--- config.mk ---
export PLATFORM = sky130hd
export DESIGN_NAME = digit_serial_adder
export DESIGN_NICKNAME = d
export VERILOG_FILES = /design/src/rtl/adder_pkg.sv /design/src/rtl/ripple_digit_adder.sv /design/src/rtl/digit_serial_adder.sv
export SDC_FILE = /design/constraint.sdc
export NUM_CORES = 1
export LEC_CHECK = 0
export CAP_MARGIN = 20
export CORE_MARGIN = 2
export CORE_UTILIZATION = 50
export CTS_BUF_LIST = sky130_fd_sc_hd__clkbuf_4
export DETAILED_ROUTE_END_ITERATION = 6
export GPL_TIMING_DRIVEN = 0
export PLACE_DENSITY = 0.83
export REMOVE_ABC_BUFFERS = 1
export SLEW_MARGIN = 20
export SYNTH_ARGS = -nofsm -noshare
export SYNTH_HDL_FRONTEND = slang
export SYNTH_SLANG_ARGS = --single-unit
--- constraint.sdc ---
create_clock -name clk -period 5 [get_ports clk]
set_clock_uncertainty 0.2 [all_clocks]
set_input_delay 1.25 -clock clk [delete_from_list [all_inputs] [get_ports clk]]
set_output_delay 1.25 -clock clk [all_outputs]
set_load 0.005 [all_outputs]
--- src/rtl/adder_pkg.sv ---
// adder_pkg: shared state encoding and sizing helper
// for the digit-serial adder library.
package adder_pkg;

   typedef enum logic [1:0] {
      IDLE = 2'd0,
      RUN  = 2'd1,
      DONE = 2'd2
   } state_t;

   // number of DIGIT-bit slices needed to cover WIDTH bits
   function automatic int ndig(input int width, input int digit);
      return (width + digit - 1) / digit;
   endfunction

endpackage

--- src/rtl/ripple_digit_adder.sv ---
// ripple_digit_adder: combinational DIGIT-bit ripple adder
// built from one full-adder cell per bit.
module ripple_digit_adder #(
   parameter int DIGIT = 2
) (
   input  logic [DIGIT-1:0] x,
   input  logic [DIGIT-1:0] y,
   input  logic             ci,
   output logic [DIGIT-1:0] s,
   output logic             co
);

   logic [DIGIT:0] c;

   assign c[0] = ci;

   for (genvar i = 0; i < DIGIT; i++) begin : g_fa
      assign s[i]   = x[i] ^ y[i] ^ c[i];
      assign c[i+1] = (x[i] & y[i]) | (c[i] & (x[i] ^ y[i]));
   end

   assign co = c[DIGIT];

endmodule

--- src/rtl/digit_serial_adder.sv ---
// digit_serial_adder: WIDTH-bit adder processing DIGIT bits per cycle.
// Optional macro DSA_SUBTRACT_EN adds a sub port (a-b mode).
module digit_serial_adder
   import adder_pkg::*;
#(
   parameter int WIDTH = 8,
   parameter int DIGIT = 2
) (
   input  logic             clk,
   input  logic             rst,
   input  logic             in_valid,
   output logic             in_ready,
   input  logic [WIDTH-1:0] a,
   input  logic [WIDTH-1:0] b,
   input  logic             cin,
`ifdef DSA_SUBTRACT_EN
   input  logic             sub,
`endif
   output logic             out_valid,
   input  logic             out_ready,
   output logic [WIDTH-1:0] sum,
   output logic             cout
);

   localparam int NDIG = ndig(WIDTH, DIGIT);
   localparam int PW   = NDIG * DIGIT;
   localparam int CW   = (NDIG > 1) ? $clog2(NDIG) : 1;
   localparam int CB   = WIDTH - (NDIG - 1) * DIGIT;
   localparam logic [CW-1:0] LAST = CW'(NDIG - 1);

   state_t              state;
   logic [CW-1:0]       ctr;
   logic                carry;
   logic [PW-1:0]       a_q;
   logic [PW-1:0]       b_q;
   logic [PW-1:0]       res;
   logic [WIDTH-1:0]    b_in;
   logic                c_in;
   logic [DIGIT-1:0]    s;
   logic                co;
   logic [DIGIT:0]      full;
   logic [PW+DIGIT-1:0] cat;
   logic                unused_bits;

`ifdef DSA_SUBTRACT_EN
   // subtract: a + ~b + 1, incoming carry is overridden
   assign b_in = sub ? ~b : b;
   assign c_in = sub | cin;
`else
   assign b_in = b;
   assign c_in = cin;
`endif

   ripple_digit_adder #(
      .DIGIT(DIGIT)
   ) u_digit (
      .x  (a_q[DIGIT-1:0]),
      .y  (b_q[DIGIT-1:0]),
      .ci (carry),
      .s  (s),
      .co (co)
   );

   // new digit enters at the top; after NDIG shifts the sum is aligned
   assign cat  = {s, res};
   assign full = {co, s};

   // bit WIDTH of the padded sum lives at position CB of the last digit
   assign sum         = res[WIDTH-1:0];
   assign unused_bits = ^{full, cat};

   // control FSM with operand/result shift registers and registered handshakes
   always_ff @(posedge clk or posedge rst) begin
      if (rst) begin
         state     <= IDLE;
         in_ready  <= 1'b1;
         out_valid <= 1'b0;
         ctr       <= '0;
         carry     <= 1'b0;
         a_q       <= '0;
         b_q       <= '0;
         res       <= '0;
         cout      <= 1'b0;
      end else begin
         unique case (state)
            IDLE: begin
               if (in_valid) begin
                  a_q      <= PW'(a);
                  b_q      <= PW'(b_in);
                  carry    <= c_in;
                  ctr      <= '0;
                  in_ready <= 1'b0;
                  state    <= RUN;
               end
            end
            RUN: begin
               a_q   <= a_q >> DIGIT;
               b_q   <= b_q >> DIGIT;
               res   <= cat[PW+DIGIT-1:DIGIT];
               carry <= co;
               if (ctr == LAST) begin
                  cout      <= full[CB];
                  out_valid <= 1'b1;
                  state     <= DONE;
               end else begin
                  ctr <= ctr + 1'b1;
               end
            end
            DONE: begin
               if (out_ready) begin
                  out_valid <= 1'b0;
                  in_ready  <= 1'b1;
                  state     <= IDLE;
               end
            end
            default: begin
               out_valid <= 1'b0;
               in_ready  <= 1'b1;
               state     <= IDLE;
            end
         endcase
      end
   end

endmodule

# [Word-level counts from Yosys, hierarchy flattened]
# Cells that the tools add are included.
[totals] ff_bits=32 latch_bits=0 mem_bits_rw=0 romBits=0 input_bits=21 out_inout_bits=11 word_cells=56 mem_count=0
[op_classes] add_sub_neg=1 multipliers=0 div_mod_pow=0 order_cmp=0 eq_ne=7 shifts=0 muxes=19 n_bitwise=12 reduce_logical=8
[ops] cell="$pmux 8 s2" n=2
[ops] cell="$mux 8" n=2
[ops] cell="$reduce_and 3->1" n=4
[ops] cell="$mux 2" n=5
[ops] cell="$ne 2x2->1 const B" n=4
[ops] cell="$pmux 1 s3" n=2
[ops] cell="$pmux 2 s3" n=1
[ops] cell="$mux 1" n=5
[ops] cell="$and 1x1->1" n=4
[ops] cell="$eq 2x2->1 const B" n=2
[ops] cell="$pmux 2 s2" n=1
[ops] cell="$reduce_and 2->1" n=2
[ops] cell="$xor 1x1->1" n=4
[ops] cell="$add 2x1->2 const B" n=1
[ops] cell="$eq 2x1->1 const B" n=1
[ops] cell="$logic_not 2->1" n=1
[ops] cell="$not 1->1" n=2
[ops] cell="$or 1x1->1" n=2
[ops] cell="$pmux 1 s2" n=1
[ops] cell="$reduce_bool 2->1" n=1

# [Longest topological paths before layout]
[logic_depth] word_depth=6 ltp_mapped=5 ltp_nobuf=4

# [Modules after synthesis]
# Synthesis repeated with hierarchy kept, for this count alone.
[unflattened] cells_unflattened=150 hier_area_um2=1534.0
[modules_own_cells] module="digit_serial_adder" n_inst=1 cells_each=140 area_each_um2=1463.9 seq_area_each_um2=802.0
[modules_own_cells] module="ripple_digit_adder" n_inst=1 cells_each=10 area_each_um2=70.1 seq_area_each_um2=0.0

# [Worst setup path before layout]
# No wires, ideal clock.
[synth_timing] kind="in2reg" from="input port in_valid" to="register b_q[1]" setup_ns=0.123 arrival_time_ns=1.949 required_time_ns=4.677 setup_slack_ns=2.729 stages=4 n_path_buf=2 path_cell_list="buf_2 -> o21ba_4 -> buf_6 -> o221a_2"
[synth_between] elab_chain_len=2
[synth_rtl] item="start: declaration" line="digit_serial_adder.sv:11" text="input logic in_valid,"
[synth_rtl] item="$ne 2x2->1 (no source line)"
[synth_rtl] item="$reduce_and 2->1 (no source line)"
[synth_rtl] item="end signal: assignment" line="digit_serial_adder.sv:89" text="b_q <= PW'(b_in);"
[synth_rtl] item="end signal: assignment" line="digit_serial_adder.sv:98" text="b_q <= b_q >> DIGIT;"
[synth_rtl] item="end: declaration" line="digit_serial_adder.sv:35" text="logic [PW-1:0] b_q;"
# No other way between the ends.
# A chain may end at the register's enable or synchronous reset.

# [Final worst setup path]
[layout_timing] from="register in_ready" to="output port in_ready"
[layout_rtl] item="start: declaration" line="digit_serial_adder.sv:12" text="output logic in_ready,"
[layout_rtl] item="start signal: assignment" line="digit_serial_adder.sv:76" text="in_ready <= 1'b1;"
[layout_rtl] item="start signal: assignment" line="digit_serial_adder.sv:92" text="in_ready <= 1'b0;"
[layout_rtl] item="start signal: assignment" line="digit_serial_adder.sv:112" text="in_ready <= 1'b1;"
# No word-level cell between the ends.

==> flow_summary_export.csv <==
group,metric,value,unit
critical_path,crit_path_max_incr_delay,0.55,ns
synth,synthCells,150,
place,pre_cts_ws,1.99,ns
finish,fin_nets,201,
power_and_ir_drop,internal_power,734,uW
finish,fill_cells,253,
sta,grt_setup_unrepaired,"no",
die,ios,32,
sta,fin_crit,2.82,ns
synth,ys_seq_area_frac,0.516,
power_and_ir_drop,clock_power_share,0.125,
hold_path,hold_class,"register to register",
critical_path,critPathArrivalTime,1.37,ns
place,dp_cells,203,
place,portBuffers,31,
clock_network,htree_levels,2,
die,start_util,0.518,
clock_network,cts_tree,"yes",
place,hpwl,2.02,mm
finish,antenna_cells,0,
die,die-area,0.00357,mm^2
synth,synth-seq-cells,32,
routing,first_iter_violations,55,
sta,fin_tns_setup,0,ns
sta,fin_crit_sh,0.565,
sta,hold_violations,0,
critical_path,critPathTopFamily,"flip-flops",
job,maxCapViolCount,0,
synth,ys_warn_count,0,
clock_network,clock-sinks,32,
global_route,antenna_found_initial,0,
power_and_ir_drop,p_sw,446,uW
place,place.gp.congestion,0.789,
sta,worst_pin_slew,0.947,ns
clock_network,cts_setup_buffers,0,
routing,post_drt_wl_per_cell,13.5,um
clock_network,cts_buffer_depth,2,
power_and_ir_drop,vdd_drop_max,240,uV
power_and_ir_drop,netSwitchingFraction,0.378,
finish,register_area,802,um^2
critical_path,crit_path_start_kind,"register",
critical_path,end_kind,"output pin",
sta,fmax,354,MHz
finish,area_growth,21.0,%
finish,fin_cells,211,
sta,slew_viol_final,0,
finish,multi_input_area,646,um^2
synth,synth_area_per_cell,10.4,um^2
power_and_ir_drop,seq_power_share,0.429,
global_route,grt_max_degree,33,
die,dieHeight,59.8,um
die,die_x,59.8,um
sta,setup_ws,2.18,ns
routing,vias,1160,
finish,drive_gt1_frac,0.135,
clock_network,cts-resized-gates,0,
clock_network,root_buffer,"clkbuf_4",
global_route,grt_pass1_vias,1189,
clock_network,cts_buffers,5,
global_route,grt_pass1_wl,5.17,mm
status,status,"complete, no violations",
sta,setup_viol,0,
routing,ant_nets,0,
power_and_ir_drop,p_leak,0.000828,uW
clock_network,cts_hold_buffers,0,
synth,syn_area,0.00156,mm^2
global_route,grt-ovfl-total,0,
routing,via_per_inst,5.50,
power_and_ir_drop,p_per_area,627,mW/mm^2
die,rows,20,
sta,relSlewSlack,0.369,
routing,drc,0,
synth,ys_types,30,
critical_path,cp_cell_sequence,"clkdlybuf4s50_1",
critical_path,critical_path_class,"register to output pin",
clock_network,clock_latency,0.33,ns
global_route,grt_util_all_layers,0.195,
hold_path,worstHoldStart,"sum[1]",
power_and_ir_drop,comb_power_share,0.446,
critical_path,startpoint,"in_ready",
critical_path,critPathSlowestCell,"dfstp_2",
critical_path,r2r-start,"state[0]",
routing,routed_wl,2.85,mm
die,core_area,0.00300,mm^2
routing,dr.pass1.iters,4,
critical_path,critPathBufInv,1,
clock_network,cts.clk_slew.worst_paths,0.10,ns
critical_path,crit_required,3.55,ns
critical_path,critical_path_peak_fanout,3,
[worst reg2reg max path, cell delays in order (launching register included)]
cell and delay (ns):
dfrtp_1 0.97, nor2b_1 0.61, a222oi_1 0.23
[cell usage in the layout, fill, tap and decap left out, types with 6 or more instances in the layout]
cell type,n
dfrtp_1,31
clkdlybuf4s50_1,31
nand2_1,22
nor2_1,21
nor3_1,9
a211oi_2,8
clkbuf_4,7
a22o_1,6
o21ai_0,6
inv_1,6
[metrics by stage]
stage	cell area (um^2)	hold slack [ns]	util	power, uW
6_report	1880	0.283	0.627	1180
5_1_grt	1880	0.322	0.627	1290
4_1_cts	1880	0.289	0.627	1190
3_5_place_dp	1830	0.266	0.608	1040
3_3_place_gp	1830	0.258	0.608	1010
2_1_floorplan	1470	0.251	-	844
[Yosys cell counts]
| library cell | instances | share of area |
|---|---|---|
| a211oi_2 | 8 | 0.064 |
| a21oi_1 | 4 | 0.013 |
| a222oi_1 | 1 | 0.0064 |
| a22o_1 | 6 | 0.034 |
| a31oi_1 | 1 | 0.0040 |
| a32oi_1 | 1 | 0.0056 |
| buf_2 | 4 | 0.013 |
| buf_4 | 3 | 0.014 |
| buf_6 | 3 | 0.022 |
| clkbuf_2 | 1 | 0.0032 |
| dfrtp_1 | 31 | 0.50 |
| dfstp_2 | 1 | 0.017 |
| fa_1 | 2 | 0.026 |
| ha_1 | 1 | 0.0080 |
| inv_1 | 7 | 0.017 |
| mux2_2 | 1 | 0.0072 |
| nand2_1 | 22 | 0.053 |
| nand2b_1 | 2 | 0.0080 |
| nand2b_4 | 1 | 0.0088 |
| nand3b_1 | 4 | 0.019 |
| nor2_1 | 21 | 0.051 |
| nor2_2 | 1 | 0.0040 |
| nor2b_1 | 2 | 0.0080 |
| nor3_1 | 9 | 0.029 |
| nor3b_1 | 1 | 0.0048 |
| o21a_1 | 1 | 0.0048 |
| o21ai_0 | 6 | 0.019 |
| o21ba_4 | 1 | 0.010 |
| o21bai_1 | 1 | 0.0048 |
| o221a_2 | 3 | 0.022 |
[power by group through the flow]
stage	Combinational, uW	Clock (uW)	Sequential [uW]
2_1_floorplan	359	0	486
3_3_place_gp	507	0	502
3_5_place_dp	534	0	511
4_1_cts	533	150	506
5_1_grt	599	163	528
6_report	526	147	507
[path summary, 6_finish.rpt]
path	end	slack (ns)	cells after the start
max	in_ready	2.18	1
min	sum[1]	0.28	2
max reg2reg	carry	2.82	2
min reg2reg	sum[1]	0.28	2
max in group asynchronous	a_q[6]	3.05	2
min in group asynchronous	sum[5]	1.12	2
[sequential cells by signal (all words and copies together) (netlist names)]
| register | count |
|---|---|
| state | 2 |
| out_valid | 1 |
| carry | 1 |
| cout | 1 |
| b_q | 8 |
| in_ready | 1 |
| ctr | 2 |
| a_q | 8 |
| sum | 8 |
[routing by layer]
layer / GRT usage / share of wire / vias up
met5: 0 / 0 / -
met4: 0.0571 / 0.0081 / 0
met3: 0.0584 / 0.056 / 4
met2: 0.345 / 0.52 / 34
met1: 0.228 / 0.42 / 556
li1: - / - / 566
[layout make-up]
type / instances / share of cell area
multi-input cells: 100 / 0.343
clock inverters: 1 / 0.00199
repair buffers: 31 / 0.165
flip-flops and latches: 32 / 0.426
clock buffers: 7 / 0.0279
inverters: 7 / 0.0140
well taps: 33 / 0.0219
[cells by family (layout without fill, tap and decap cells)]
| group | after synthesis | count (layout) | synth area share |
|---|---|---|---|
| AO/OA/AOI/OAI | 33 | 33 | 0.188 |
| adder cells (fa/ha/maj) | 3 | 3 | 0.0338 |
| buffers and inverters | 18 | 46 | 0.0692 |
| flip-flops | 32 | 32 | 0.516 |
| multiplexers | 1 | 1 | 0.00724 |
| AND/OR/NAND/NOR | 63 | 63 | 0.186 |
No activity file was read; power rests on OpenSTA's default activity.
